`config.mk`:
```
export PLATFORM = sky130hd
export DESIGN_NAME = addsub_accum
export DESIGN_NICKNAME = d
export VERILOG_FILES = /design/src/rtl/addsub_accum.sv
export SDC_FILE = /design/constraint.sdc
export NUM_CORES = 1
export LEC_CHECK = 0
export BUFFER_PORTS_ARGS = -buffer_cell sky130_fd_sc_hd__buf_4
export CAP_MARGIN = 25
export CORE_ASPECT_RATIO = 0.9
export CORE_MARGIN = 5
export CORE_UTILIZATION = 53
export CTS_CLUSTER_DIAMETER = 150
export DETAILED_ROUTE_END_ITERATION = 16
export PLACE_DENSITY = 0.82
export SYNTH_ARGS = -nofsm -noshare
export SYNTH_HDL_FRONTEND = slang
export SYNTH_SLANG_ARGS = --single-unit
```
`constraint.sdc`:
```
create_clock -name clk -period 2.4 [get_ports clk]
set_input_delay 0.48 -clock clk [delete_from_list [all_inputs] [get_ports clk]]
set_output_delay 0.48 -clock clk [all_outputs]
set_load 0.005 [all_outputs]
```
`src/rtl/addsub_accum.sv`:
```
// addsub_accum: extends each add/sub result, accumulates BURST of them into one signed sum and
// queues completed (or flushed partial) sums in a small output FIFO. Option: ADDSUB_ACCUM_SAT_EN.
module addsub_accum #(
  parameter int DATA_W     = 8,
  parameter int ACC_W      = 12,
  parameter int BURST      = 4,
  parameter int FIFO_DEPTH = 2
) (
  input  logic                       clk,
  input  logic                       rst_n,
  input  logic                       in_valid,
  output logic                       in_ready,
  input  logic [DATA_W-1:0]          in_result,
  input  logic                       in_op,
  input  logic                       clear,
  output logic                       out_valid,
  input  logic                       out_ready,
  output logic [ACC_W-1:0]           out_sum,
  output logic [$clog2(BURST+1)-1:0] out_beats,
  output logic                       out_partial,
  output logic                       out_ovf,
  output logic [1:0]                 dbg_state
);

  localparam int CW = $clog2(BURST + 1);
  localparam int AW = (FIFO_DEPTH > 1) ? $clog2(FIFO_DEPTH) : 1;
  localparam int EW = ACC_W + CW + 2;

  // Handshake: a beat transfers on posedge when in_valid && in_ready; a sum leaves on posedge when
  // out_valid && out_ready; out_* stay stable while out_valid && !out_ready.

  typedef enum logic [1:0] {
    IDLE  = 2'd0,
    ACCUM = 2'd1,
    FLUSH = 2'd2
  } state_t;

  state_t state, state_next;

  logic [ACC_W-1:0] acc, ext, raw_sum, acc_next;
  logic [CW-1:0]    cnt, cnt_inc;
  logic             ovf_acc, ovf_now;
  logic             fire, done, fifo_full;
  logic             push_full, push_flush, push, pop;
  logic [EW-1:0]    push_data;

  logic [EW-1:0]    mem [FIFO_DEPTH];
  logic [AW-1:0]    wr_ptr, rd_ptr;
  logic [AW:0]      fifo_count;

  // Add results are unsigned magnitudes; subtract results are signed differences.
  assign ext = in_op ? {{(ACC_W-DATA_W){1'b0}}, in_result}
                     : {{(ACC_W-DATA_W){in_result[DATA_W-1]}}, in_result};
  assign raw_sum = acc + ext;
  assign ovf_now = (acc[ACC_W-1] == ext[ACC_W-1]) && (raw_sum[ACC_W-1] != acc[ACC_W-1]);

`ifdef ADDSUB_ACCUM_SAT_EN
  always_comb begin
    acc_next = raw_sum;
    if (ovf_now)
      acc_next = acc[ACC_W-1] ? {1'b1, {(ACC_W-1){1'b0}}} : {1'b0, {(ACC_W-1){1'b1}}};
  end
`else
  assign acc_next = raw_sum;
`endif

  assign cnt_inc   = cnt + 1'b1;
  assign fifo_full = (fifo_count == (AW+1)'(FIFO_DEPTH));
  assign fire      = in_valid && in_ready;
  assign done      = fire && (cnt_inc == CW'(BURST));
  assign dbg_state = state;

  always_ff @(posedge clk or negedge rst_n) begin
    if (!rst_n) state <= IDLE;
    else        state <= state_next;
  end

  always_comb begin
    state_next = state;
    case (state)
      IDLE:    if (fire) state_next = ACCUM;
      ACCUM: begin
        if (done)       state_next = IDLE;
        else if (clear) state_next = FLUSH;
      end
      FLUSH:   if (!fifo_full) state_next = IDLE;
      default: state_next = IDLE;
    endcase
  end

  always_comb begin
    in_ready   = rst_n && (state != FLUSH) && !fifo_full;
    push_full  = done;
    push_flush = (state == FLUSH) && !fifo_full;
  end

  assign push      = push_full || push_flush;
  assign push_data = push_full ? {acc_next, CW'(BURST), 1'b0, ovf_acc | ovf_now}
                               : {acc, cnt, 1'b1, ovf_acc};

  always_ff @(posedge clk or negedge rst_n) begin
    if (!rst_n) begin
      acc     <= '0;
      cnt     <= '0;
      ovf_acc <= 1'b0;
    end else if (push) begin
      acc     <= '0;
      cnt     <= '0;
      ovf_acc <= 1'b0;
    end else if (fire) begin
      acc     <= acc_next;
      cnt     <= cnt_inc;
      ovf_acc <= ovf_acc | ovf_now;
    end
  end

  // Output FIFO; a push only happens with space left, so full+push never occurs.
  assign pop       = out_valid && out_ready;
  assign out_valid = (fifo_count != '0);
  assign {out_sum, out_beats, out_partial, out_ovf} = mem[rd_ptr];

  always_ff @(posedge clk or negedge rst_n) begin
    if (!rst_n) begin
      wr_ptr     <= '0;
      rd_ptr     <= '0;
      fifo_count <= '0;
      for (int i = 0; i < FIFO_DEPTH; i++) mem[i] <= '0;
    end else begin
      if (push) begin
        mem[wr_ptr] <= push_data;
        wr_ptr      <= wr_ptr + 1'b1;
      end
      if (pop) rd_ptr <= rd_ptr + 1'b1;
      case ({push, pop})
        2'b10:   fifo_count <= fifo_count + 1'b1;
        2'b01:   fifo_count <= fifo_count - 1'b1;
        default: fifo_count <= fifo_count;
      endcase
    end
  end

endmodule

```
==> metrics.md <==
| Metric | Value |
|---|---|
| CP Launch Type | flop |
| Prevailing post-synth register cell | dfrtp_1 |
| Synth unique cells | 55 |
| Initial Utilization | 55.0% |
| Share of cells above drive strength 1 | 34.6% |
| RSZ-0062 raised after global routing | yes |
| Max frequency | 408 MHz |
| Synth warn | 0 |
| Diode count | 0 |
| Clock skew | 10.1 ps |
| Tmin final | 2450 ps |
| TritonCTS clock tree | built |
| Max-slew headroom | 53.7% |
| Netlist Area Pre-Place | 0.00315 mm^2 |
| Die width | 91.2 um |
| Final hold violation count | 0 |
| Register-to-register setup slack | -50 ps |
| Drt drc | 0 |
| Setup TNS Final | -110 ps |
| Boundary pin count | 35 |
| Failing checks | setup timing |
| CP max FO | 2 |
| Post-Syn Nets | 332 |
| Row count | 26 |
| Worst-margin pin slew | 695 ps |
| CP required | 2610 ps |
| Placed Area | 0.00362 mm^2 |
| CTS Root Cell | clkbuf_8 |
| Total grt overflow | 0 |
| Crit end category | flop |
| Port buffer count | 34 |
| #FFs+latches synth | 56 |
| Cell area after layout | 0.00387 mm^2 |
| Setup Viol. Count Final | 3 |
| Initial DRC Count | 132 |
| Total routed wirelength | 6790 um |
| Area of the multi-input gates | 0.00173 mm^2 |
| RR Startpoint | acc[0]$_DFFE_PN0P_ |
| First-pass GRT wire length | 11800 um |
| Largest net degree at the start of global routing | 57 |
| R2R depth | 9 |
| Tot GR Track Use | 18.4% |
| Register area share after synthesis | 44.5% |
| Yosys top cell area share | 44.5% |
| Core area | 0.00573 mm^2 |
| Top post-synthesis cells by count | dfrtp_1, nand2_1, mux2_2, o21ai_0, nor2_1 |
| Max Slew Vio Count | 0 |
| Final non-filler cell total | 434 |
| Pwr dens | 1240 mW/mm^2 |
| Die Ht | 83.1 um |
| Initial antenna violation count | 0 |
| CP arrival | 2660 ps |
| Top post-synthesis cells by area | dfrtp_1, mux2_2, ha_1, nand2_1, mux2i_1 |
| Max_cap viols | 0 |
| CP cell instances | ha_4, fa_2, a211oi_2, o21ai_2, a211o_1, and3_4, nor3_4, xor2_1, mux2_4 |
| Largest stage delay, worst path | 420 ps |
| Reg2reg end | mem[30]$_DFFE_PN0P_ |
| Cells after DPL | 420 |
| HPWL Detailed | 4890 um |
| Status | finished, violations left |
| Leak | 1.87 nW |
| Slowest library cell on the worst path | dfrtp_1 |
| Most frequent cell after synthesis | dfrtp_1 |
| Mapped Cells | 304 |
| Avg Cell Area, Syn | 10.4 um^2 |
| CTS clock-pin slew for the worst setup and hold paths | 100 ps |
| H-tree levels | 2 |
| Post-route ant nets | 0 |
| CTS Buffer Depth | 2 |
| Area Overhead vs Synth | 22.9% |
| CTS Sinks | 56 |
| Drt via density | 5.63 |
| Fraction of registers with async set/reset | 100% |
| Clock Latency Late Sink | 310 ps |
| WHS | 308 ps |
| Num CTS Buffers | 5 |
| Routed WL per cell | 15.6 um |
| Number of global-route vias before repair | 2570 |
| VDD IR max | 0.787 mV |
| Vias | 2445 |
| Fill count | 431 |
| Worst setup margin | -50.8 ps |
| Die area | 0.00758 mm^2 |
| Final GP Congestion | 0.821 |
| Register cell area after layout | 0.00140 mm^2 |
| EDFF count, synth | 0 |
| Period utilisation layout | 102% |
| Kind of critical path | reg2reg |
| Fin nets | 391 |
| Biggest area consumer among synthesized cells | dfrtp_1 |
| DR pass1 iterations | 5 |
| Hold_buf cts | 0 |
| Min-Delay Path Class | in2async |
## cells by family (layout without fill, tap and decap cells)
| logic type | after synthesis | in the layout | share of synthesized area (%) |
|---|---|---|---|
| simple gates | 91 | 91 | 13.8 |
| compound gates | 75 | 75 | 15.5 |
| flops | 56 | 56 | 44.5 |
| mux | 36 | 36 | 12.9 |
| buf+inv | 17 | 77 | 3.22 |
| fa+ha+maj | 15 | 15 | 6.16 |
| xor+xnor | 14 | 14 | 3.90 |
## layout make-up
| class | count | share of cell area [%] |
|---|---|---|
| multi-input combinational | 231 | 44.7 |
| clock buffer | 5 | 1.78 |
| clock inverter | 3 | 1.78 |
| tap | 70 | 2.26 |
| sequential | 56 | 36.3 |
| inverter | 2 | 0.194 |
| timing repair buffer | 67 | 13.0 |
## through the flow
stage	total power (W)	worst slack [ps]	util (%)
finish	0.00480	-50.8	67.6
detailed placement	0.00391	-262	63.2
floorplan	0.00306	15.9	-
global placement	0.00381	-230	63.2
CTS	0.00472	-32.0	66.3
global route	0.00517	-141	67.6
## cells in the final DEF (no fill, tap or decap), types with 3 or more instances in the layout
| cell type | netlist | routed |
|---|---|---|
| o21ai_2 | 1 | 3 |
| buf_4 | 1 | 67 |
| nor2b_1 | 6 | 5 |
| nand2b_1 | 3 | 3 |
| nand2_1 | 39 | 39 |
| mux2_4 | 4 | 4 |
| nand3_1 | 4 | 4 |
| xnor2_1 | 8 | 8 |
| mux2_2 | 21 | 21 |
| o21ai_1 | 14 | 15 |
| nor2_2 | 2 | 3 |
| clkbuf_8 | 0 | 5 |
| a22o_1 | 10 | 10 |
| a21o_1 | 3 | 3 |
| nor2_1 | 18 | 17 |
| a21oi_2 | 1 | 4 |
| ha_1 | 13 | 12 |
| mux2i_1 | 11 | 10 |
| a21oi_1 | 7 | 3 |
| o21ai_0 | 21 | 18 |
| dfrtp_1 | 56 | 55 |
| xor2_1 | 6 | 6 |
## per-layer routing
layer | vias to the layer above | part of all wire [%] | wire, um | GRT usage [%]
met4 | 0 | 1.0 | 70 | 4.27
met2 | 40 | 49 | 3310 | 31.1
li1 | 1204 | - | - | -
met3 | 8 | 4.0 | 274 | 4.34
met1 | 1193 | 46 | 3130 | 23.9
met5 | - | 0 | 0 | 0
## where the power goes
group,switching [W],total (W),internal [W]
clock,0.000317,0.000737,0.000420
sequential,0.000299,0.00164,0.00134
combinational,0.00112,0.00242,0.00130
total,0.00174,0.00480,0.00306
## flip-flops by register name, indices dropped and copies added (netlist names)
name / cells
wr_ptr: 1
mem: 34
ovf_acc: 1
cnt: 3
rd_ptr: 1
dbg_state: 2
fifo_count: 2
acc: 12
## timing repair
| item | CTS | global route |
|---|---|---|
| pin swaps | 1 | 2 |
| gates resized for setup | 0 | 17 |
| buffers inserted | 5 | 1 |
| setup endpoints to repair | 3 | 17 |
## how the worst max path moves through the flow
| stage | slack [ps] | end | depth (start not counted) | start |
|---|---|---|---|---|
| after global routing | -140 | mem[13]$_DFFE_PN0P_ | 9 | acc[0]$_DFFE_PN0P_ |
| after floorplan | 20 | mem[30]$_DFFE_PN0P_ | 9 | in_result[0] |
| after detailed placement | -260 | mem[30]$_DFFE_PN0P_ | 10 | in_result[0] |
| after global placement | -230 | acc[8]$_DFFE_PN0P_ | 10 | in_result[0] |
| final | -50 | mem[30]$_DFFE_PN0P_ | 9 | acc[0]$_DFFE_PN0P_ |
| after CTS | -30 | mem[30]$_DFFE_PN0P_ | 9 | acc[0]$_DFFE_PN0P_ |
## critical path, delay by kind of cell, from the launching register on
kind | cells | cell delay (ps)
xor gates and xnor gates | 1 | 110
AOI/OAI and AO/OA | 3 | 650
and+or+nand+nor | 2 | 360
muxes | 1 | 270
adders and majority gates | 2 | 530
DFF | 1 | 420
(Power assumes the default switching activity.)
